**src/rtl/microwave_panel_pkg.sv**
```systemverilog
// Shared definitions for the microwave front-panel controller: state encoding,
// setpoint defaults and the shared ARM/DONE counter width.
package microwave_panel_pkg;

    localparam int         TW_DEF  = 4;
    localparam logic [3:0] MAX_SET = 4'd15;
    localparam int         CNT_W   = 8;

    typedef enum logic [1:0] {
        IDLE = 2'd0,
        ARM  = 2'd1,
        COOK = 2'd2,
        DONE = 2'd3
    } state_e;

    // Button index within the packed press vector
    localparam int BTN_UP    = 0;
    localparam int BTN_CLR   = 1;
    localparam int BTN_START = 2;
    localparam int BTN_STOP  = 3;
    localparam int NUM_BTN   = 4;

endpackage

```
**src/rtl/panel_edge.sv**
```systemverilog
// Registered rising-edge detector for one synchronised button level.
module panel_edge (
    input  logic clk,
    input  logic rst,
    input  logic btn_i,
    output logic press_o
);

    logic prev_q;

    always_ff @(posedge clk or negedge rst) begin
        if (!rst) prev_q <= 1'b0;
        else      prev_q <= btn_i;
    end

    assign press_o = btn_i & ~prev_q;

endmodule

```
**src/rtl/microwave_panel.sv**
```systemverilog
// Front-panel controller: builds the time setpoint, handshakes run/power with
// the timer core, flags start timeouts and beeps on normal completion.
module microwave_panel
    import microwave_panel_pkg::*;
#(
    parameter int TW            = TW_DEF,
    parameter int BEEP_CYCLES   = 8,
    parameter int START_TIMEOUT = 4
) (
    input  logic          clk,
    input  logic          rst,
    input  logic          btn_up,
    input  logic          btn_clr,
    input  logic          btn_start,
    input  logic          btn_stop,
    input  logic          p,
    output logic [TW-1:0] tin,
    output logic          r,
    output logic          beep,
    output logic          busy,
    output logic          fault
);

    localparam logic [TW-1:0]    SET_MAX   = {TW{1'b1}};
    localparam logic [TW-1:0]    SET_ONE   = TW'(1);
    localparam logic [CNT_W-1:0] CNT_ONE   = CNT_W'(1);
    localparam logic [CNT_W-1:0] ARM_LAST  = CNT_W'(START_TIMEOUT - 1);
    localparam logic [CNT_W-1:0] BEEP_LAST = CNT_W'(BEEP_CYCLES - 1);

    logic [NUM_BTN-1:0] btn_lvl;
    logic [NUM_BTN-1:0] press;

    assign btn_lvl = {btn_stop, btn_start, btn_clr, btn_up};

    for (genvar i = 0; i < NUM_BTN; i++) begin : g_edge
        panel_edge u_edge (
            .clk     (clk),
            .rst     (rst),
            .btn_i   (btn_lvl[i]),
            .press_o (press[i])
        );
    end

    state_e           state_q, state_d;
    logic [TW-1:0]    set_q,   set_d;
    logic [CNT_W-1:0] cnt_q,   cnt_d;
    logic             fault_q, fault_d;
    logic             r_q,     r_d;
    logic             beep_q,  beep_d;
    logic             busy_q,  busy_d;

    always_ff @(posedge clk or negedge rst) begin
        if (!rst) begin
            state_q <= IDLE;
            set_q   <= '0;
            cnt_q   <= '0;
            fault_q <= 1'b0;
            r_q     <= 1'b0;
            beep_q  <= 1'b0;
            busy_q  <= 1'b0;
        end else begin
            state_q <= state_d;
            set_q   <= set_d;
            cnt_q   <= cnt_d;
            fault_q <= fault_d;
            r_q     <= r_d;
            beep_q  <= beep_d;
            busy_q  <= busy_d;
        end
    end

    always_comb begin
        state_d = state_q;
        set_d   = set_q;
        cnt_d   = cnt_q;
        fault_d = fault_q;
        unique case (state_q)
            IDLE: begin
                if (press[BTN_STOP]) begin
                    fault_d = 1'b0;
                end else if (press[BTN_CLR]) begin
                    set_d = '0;
                end else if (press[BTN_START]) begin
                    // An empty setpoint swallows the start (and any same-cycle up)
                    if (set_q != '0) begin
                        state_d = ARM;
                        fault_d = 1'b0;
                        cnt_d   = '0;
                    end
                end else if (press[BTN_UP] && set_q != SET_MAX) begin
                    set_d = set_q + SET_ONE;
                end
            end
            ARM: begin
                cnt_d = cnt_q + CNT_ONE;
                if (press[BTN_STOP]) begin
                    state_d = IDLE;
                end else if (p) begin
                    state_d = COOK;
                end else if (cnt_q == ARM_LAST) begin
                    state_d = IDLE;
                    fault_d = 1'b1;
                end
            end
            COOK: begin
                if (press[BTN_STOP]) begin
                    state_d = IDLE;
                end else if (!p) begin
                    state_d = DONE;
                    cnt_d   = '0;
                end
            end
            DONE: begin
                // p is ignored here; only stop or the beep timer end the tone
                cnt_d = cnt_q + CNT_ONE;
                if (press[BTN_STOP] || cnt_q == BEEP_LAST) begin
                    state_d = IDLE;
                    set_d   = '0;
                end
            end
            default: state_d = IDLE;
        endcase
        r_d    = (state_d == ARM) || (state_d == COOK);
        beep_d = (state_d == DONE);
        busy_d = (state_d != IDLE);
    end

    assign tin   = set_q;
    assign r     = r_q;
    assign beep  = beep_q;
    assign busy  = busy_q;
    assign fault = fault_q;

endmodule

```
**config.mk**
```make
export PLATFORM = sky130hd
export DESIGN_NAME = microwave_panel
export DESIGN_NICKNAME = d
export VERILOG_FILES = /design/src/rtl/microwave_panel_pkg.sv /design/src/rtl/panel_edge.sv /design/src/rtl/microwave_panel.sv
export SDC_FILE = /design/constraint.sdc
export NUM_CORES = 1
export LEC_CHECK = 0
export BUFFER_PORTS_ARGS = -buffer_cell sky130_fd_sc_hd__buf_2
export CORE_MARGIN = 2
export CORE_UTILIZATION = 40
export DETAILED_ROUTE_END_ITERATION = 7
export GPL_TIMING_DRIVEN = 0
export PLACE_DENSITY = 0.69
export SETUP_SLACK_MARGIN = 0.15
export SLEW_MARGIN = 25
export SYNTH_ARGS = -nofsm -noshare
export SYNTH_HDL_FRONTEND = slang
export SYNTH_HIERARCHICAL = 1
export SYNTH_SLANG_ARGS = --single-unit
```
**constraint.sdc**
```tcl
create_clock -name clk -period 1.6 [get_ports clk]
set_input_delay 0.16 -clock clk [delete_from_list [all_inputs] [get_ports clk]]
set_output_delay 0.16 -clock clk [all_outputs]
set_load 0.01 [all_outputs]
```
# After elaboration in Yosys (flattened, before gate mapping)
# Index checks and enable logic that the tools add are counted.
[totals]
regBits = 22
latch_bits = 0
ram_bits = 0
rom_bits = 0
input_bits = 7
out_inout_bits = 8
word_cells = 89
n_memories = 0
[op_classes]
add_sub_neg = 2
n_mul = 0
div_mod_pow = 0
n_lt_le_gt_ge = 0
eq_ne = 24
n_shift = 0
n_mux = 32
n_bitwise = 8
n_reduce_logical = 12
[ops]
columns = ["operator", "count"]
rows = [
  ["8-bit two-way mux", 6],
  ["8-bit case mux with 3 select lines", 1],
  ["2-bit two-way mux", 10],
  ["4-bit two-way mux", 5],
  ["2-bit inequality test, second input constant", 9],
  ["3-bit by 2-bit inequality test with 1-bit output, second input constant", 3],
  ["8-bit by 1-bit adder with 8-bit output, second input constant", 1],
  ["2-bit == test, second input constant", 4],
  ["8-bit by 2-bit == test with 1-bit output, second input constant", 1],
  ["8-bit by 3-bit == test with 1-bit output, second input constant", 1],
  ["2-bit case mux with 4 select lines", 1],
  ["4-bit case mux with 2 select lines", 1],
  ["1-bit two-way mux", 7],
  ["7-bit AND reduction", 1],
  ["6-bit AND reduction", 1],
  ["2-bit nonzero test", 3],
  ["5-bit AND reduction", 1],
  ["4-bit by 1-bit adder with 4-bit output, second input constant", 1],
  ["1-bit AND", 4],
  ["2-bit by 1-bit == test with 1-bit output, second input constant", 2],
  ["4-bit inequality test, second input constant", 1],
  ["1-bit NOT", 4],
  ["4-bit nonzero test", 1],
  ["3-bit by 1-bit inequality test with 1-bit output, second input constant", 1],
  ["other kinds (7)", 8],
]

# Logic depth before layout (Yosys ltp)
[logic_depth]
ltp_word = 8
mapped_depth = 8

# By module
# The synthesis kept the hierarchy.
[modules_own_cells]
columns = ["module", "n_inst", "cells_per_inst", "area_per_inst_um2", "seq_area_each_um2"]
rows = [
  ["microwave_panel", 1, 104, 1001.0, 450.4],
  ["panel_edge", 4, 2, 38.8, 25.0],
]

# Worst setup path before layout
# Ideal clock, no wire load.
[synth_path]
path_kind = "reg2reg"
startpoint = "reg set_q[0], in the netlist tin[0]"
endpoint = "reg beep_q, in the netlist beep"
setup_ns = 0.121
arrival_time_ns = 1.604
required_time_ns = 1.479
setup_slack_ns = -0.126
path_stages_with_launch = 8
n_path_buf = 0
period_less_slack_ns = 1.726
path_cell_list = "dfrtp_1 -> inv_1 -> ha_1 -> or3b_4 -> nand3_1 -> o31ai_1 -> a32o_1 -> ha_1"
[synth_between]
elab_chain_cells = 7
[synth_lines]
columns = ["element", "line_no", "source"]
rows = [
  ["from (decl)", "microwave_panel.sv:45", "logic [TW-1:0] set_q, set_d;"],
  ["from (signal assigned)", "microwave_panel.sv:63", "set_q <= set_d;"],
  ["4-bit nonzero test", "microwave_panel.sv:85", "if (set_q != '0) begin"],
  ["2-bit two-way mux", "microwave_panel.sv:85", ""],
  ["2-bit two-way mux", "microwave_panel.sv:83", "end else if (press[BTN_START]) begin"],
  ["2-bit two-way mux", "microwave_panel.sv:81", "end else if (press[BTN_CLR]) begin"],
  ["2-bit two-way mux", "microwave_panel.sv:79", "if (press[BTN_STOP]) begin"],
  ["2-bit case mux with 4 select lines", "microwave_panel.sv:77", "unique case (state_q)"],
  ["via state_d[0]", "microwave_panel.sv:44", "state_e state_q, state_d;"],
  ["2-bit == test", "microwave_panel.sv:124", "beep_d = (state_d == DONE);"],
  ["via beep_d", "microwave_panel.sv:49", "logic beep_q, beep_d;"],
  ["to (signal assigned)", "microwave_panel.sv:67", "beep_q <= beep_d;"],
  ["to (decl)", "microwave_panel.sv:49", ""],
]
# The timed path passes the listed nets, and every way through them passes these cells.
# A chain may end at the register's enable or synchronous reset.

# Final worst setup path
[layout_path]
startpoint = "reg set_q[0], in the netlist tin[0]"
endpoint = "reg r_q, in the netlist r"
[layout_between]
elab_chain_cells = 8
word_cells_on_any_way = 9
[layout_lines]
columns = ["element", "line_no", "source"]
rows = [
  ["4-bit nonzero test *", "microwave_panel.sv:85", ""],
  ["2-bit two-way mux *", "microwave_panel.sv:85", ""],
  ["2-bit two-way mux *", "microwave_panel.sv:83", ""],
  ["2-bit two-way mux *", "microwave_panel.sv:81", ""],
  ["2-bit two-way mux *", "microwave_panel.sv:79", ""],
  ["2-bit case mux with 4 select lines *", "microwave_panel.sv:77", ""],
  ["2-bit by 1-bit == test with 1-bit output / 2-bit == test (equally long branches)", "microwave_panel.sv:123", "r_d = (state_d == ARM) || (state_d == COOK);"],
  ["1-bit logical OR *", "microwave_panel.sv:123", ""],
  ["via r_d", "microwave_panel.sv:48", "logic r_q, r_d;"],
  ["to (signal assigned)", "microwave_panel.sv:66", "r_q <= r_d;"],
  ["to (decl)", "microwave_panel.sv:48", ""],
]
# The timed path passes the listed nets; every way through them passes the cells marked *.

==> impl_metrics.py <==
metrics = {
    "run_status": {
        "outcome": "finished, violations left",
        "violations": "setup timing",
    },
    "cells_and_area": {
        "num_antenna_cells": 0,
        "syn_to_final_growth_pct": 29.9,
        "post_route_cells_drive_above_1_share_pct": 37.3,
        "utilization_pct": 54.4,
        "nets": 155,
        "n_fill_cell": 244,
    },
    "worst_setup_path": {
        "cp_top_family": "simple AND/OR/NAND/NOR gates",
        "critPathBufInv": 1,
        "crit_type": "register to register",
        "max_stage_delay_ns": 0.42,
        "crit_path_start_kind": "register",
        "timing.rr.start": "tin[0]",
        "crit_path_end_kind": "register",
        "cp_max_fo": 3,
        "crit_arrival_ns": 1.91,
        "crit_chain": "inv_2 > ha_4 > or3b_4 > nand3_2 > o31ai_2 > a32oi_1 > ha_1",
        "reg2regPathDepth": 7,
        "slowest_stage": "dfrtp_1",
        "worstPathRequired_ns": 1.82,
        "rrSetupSlack_ns": -0.09,
        "r2r-end": "r",
        "startpoint": "tin[0]",
    },
    "cts": {
        "clk_latency_ns": 0.32,
        "clockBufferDepth": 2,
        "cts_root_buffer": "clkbuf_4",
        "cts.reportedPaths.clkPinSlew_ns": 0.13,
        "numCtsBuffers": 3,
        "cts-htree-levels": 1,
        "cts_tree": "done",
        "cts_sinks": 22,
    },
    "global_route": {
        "grt_pass1_wl_mm": 4.00,
        "grt_pass1_vias": 891,
        "antenna_found_initial": 0,
        "track_usage_pct": 15.6,
        "grt-ovfl-total": 0,
        "grt_max_degree": 23,
    },
    "timing": {
        "fin_crit_sh_pct": 106,
        "min_period_ns": 1.69,
        "slew_headroom_pct": 66.8,
        "max_freq_mhz": 592,
        "timing.final.max_slew_violations": 0,
        "finalSetupViolCount": 11,
        "finalHoldViolCount": 0,
        "skew_ns": 0.00838,
        "rsz0062_at_grt": "true",
        "worst_slack_ns": -0.0906,
        "worst_pin_slew_ns": 0.497,
    },
    "drt": {
        "dr_total_vias": 952,
        "viasPerCell": 5.50,
        "detail_route.wl_per_cell_um": 13.6,
        "routed-wl-met3_um": 99,
        "drc": 0,
        "first_pass_iters": 4,
        "route.met2.wl_mm": 1.13,
        "antenna_left": 0,
        "drt-met1-wl_mm": 1.08,
        "top_layer": "met4",
        "routed_wl_mm": 2.36,
        "first_iter_violations": 15,
    },
    "floorplanning": {
        "coreArea_um2": 2760,
        "num_io_pins": 15,
        "chipHeight_um": 57.8,
        "num_rows": 19,
        "die_w_um": 57.8,
        "start_util_pct": 41.9,
        "die_area_um2": 3340,
    },
    "power_and_ir_drop": {
        "p_per_area_nw_per_um2": 1430,
        "clockPowerShare_pct": 15.0,
        "leakage_nw": 0.692,
        "p_total_w": 0.00214,
        "power_frac_comb_pct": 46.0,
        "seq_power_share_pct": 39.0,
        "swShare_pct": 38.1,
        "p_switching_w": 0.000818,
        "internal-power_w": 0.00133,
        "ir_drop_mv": 1.06,
    },
    "synth": {
        "avgSynthCellArea_um2": 10.3,
        "ys_warn_count": 6,
        "ys_seq_elements": 22,
        "synth_fa_ha_area_share_pct": 5.41,
        "yosys.area_share.simple_pct": 20.9,
        "synth.cell_area_um2": 1160,
        "synth_cell_types": 34,
        "synth_compound_area_share_pct": 16.7,
        "synth_cells": 112,
        "synth_edf_count": 0,
        "async_flop_share_pct": 100,
        "synthMuxAreaShare_pct": 0.866,
        "synth_top_flop_cell": "dfrtp_1",
        "synth_fp_nets": 124,
        "ys_seq_area_share_pct": 47.6,
        "yosys.area_share.xor_xnor_pct": 4.55,
        "synth_top_family_by_area": "simple AND/OR/NAND/NOR gates",
    },
    "worst_hold_path": {
        "hold_path_end": "state_q[1]",
        "hold_path.startpoint": "p",
        "min_path_type": "input port to register",
        "whs_path_depth": 3,
    },
    "place": {
        "port_buffers": 14,
        "place_congestion": 0.743,
        "hpwl_mm": 1.56,
    },
    "flow_run": {
        "cap_violations": 0,
    },
}
-- final cells by class --
cell class	count	area, um^2	area share (%)
Multi-Input combinational cell	78	648	43.2
Sequential cell	22	551	36.7
Timing Repair Buffer	27	184	12.2
Tap cell	31	38.8	2.58
Clock buffer	4	36.3	2.42
Inverter	9	33.8	2.25
Buffer	2	10.0	0.667
-- sequential cells by signal (all words and copies together), names as in the netlist --
| signal | flops |
|---|---|
| beep | 1 |
| busy | 1 |
| cnt_q | 8 |
| fault | 1 |
| g_edge.u_edge/prev_q | 4 |
| r | 1 |
| state_q | 2 |
| tin | 4 |
-- cells by family after synthesis --
logic type | Yosys count
compound gates | 28
xor+xnor | 6
fa+ha+maj | 5
buf+inv | 12
flops | 22
mux | 1
simple gates | 38
-- power groups by stage --
stage | Sequential, W | Clock [W] | Combinational [W]
floorplan | 0.000870 | 0 | 0.000488
finish | 0.000837 | 0.000321 | 0.000987
global placement | 0.000850 | 0 | 0.000707
detailed placement | 0.000861 | 0 | 0.000734
CTS | 0.000833 | 0.000328 | 0.000906
global route | 0.000856 | 0.000350 | 0.00110
-- worst max-delay path by stage --
stage                     slack [ns]  depth (start not counted)  to
after floorplan                -0.07                          7   r
after global placement         -0.13                          5   r
after detailed placement       -0.16                          5   r
after CTS                      -0.10                          7   r
after global routing           -0.19                          7   r
final                          -0.09                          7   r
-- cell usage in the layout (no fill, tap or decap), types with 2 or more instances in the layout --
cell,instances
ha_2,3
nand4_1,2
dlygate4sd3_1,5
buf_4,7
nand3_2,2
xnor2_1,2
nand3_1,5
nor3b_1,2
xor2_1,4
buf_2,15
and3_1,2
nand2_1,11
inv_2,2
dfrtp_1,22
a21oi_1,5
clkbuf_4,3
inv_1,7
nor2b_4,4
o21ai_0,9
-- synth_stat cells, types with 2 or more instances --
cell / number / area (um^2)
dfrtp_1: 22 / 551
nand2_1: 12 / 45.0
o21ai_0: 11 / 55.1
inv_1: 9 / 33.8
nand3_1: 7 / 35.0
a21oi_1: 5 / 25.0
ha_1: 5 / 62.6
nor2b_4: 4 / 55.1
xor2_1: 4 / 35.0
a31oi_1: 2 / 12.5
and3_1: 2 / 12.5
clkbuf_1: 2 / 7.51
nand4_1: 2 / 12.5
nor3_1: 2 / 10.0
nor3b_1: 2 / 15.0
o22ai_1: 2 / 12.5
xnor2_1: 2 / 17.5
-- through the flow --
step | setup WS (ns) | instance area, um^2 | std cells | hold slack, ns | setup TNS [ns]
6_report | -0.0906 | 1500 | 173 | 0.213 | -0.775
5_1_grt | -0.190 | 1500 | 173 | 0.222 | -1.59
4_1_cts | -0.100 | 1440 | 173 | 0.201 | -0.885
3_5_place_dp | -0.163 | 1280 | 157 | 0.168 | -1.49
3_3_place_gp | -0.129 | 1280 | 157 | 0.152 | -1.14
2_1_floorplan | -0.0681 | 1170 | 112 | -0.136 | -0.295
-- per-layer routing --
layer / global-route usage, % / vias to the layer above
met3: 2.90 / 5
met4: 6.98 / 0
met1: 20.7 / 467
met2: 25.0 / 24
li1: - / 456
met5: 0 / -
-- tightest hold or removal path, delay by kind of cell --
family,cells,cell delay (ns)
buffers and inverters,1,0.13
AND/OR/NAND/NOR,1,0.10
AO/OA/AOI/OAI,1,0.10
-- repair_timing --
| action | 4_1_cts | 5_1_grt |
|---|---|---|
| gates resized for setup | 8 | 15 |
| pin swaps | 2 | 6 |
| setup buffers | 7 | 1 |
| endpoints found under the setup margin | 17 | 18 |
| endpoints found under the hold margin | 26 | 0 |
| hold buffers | 5 | 0 |
Power figures use the tool's default switching activity.
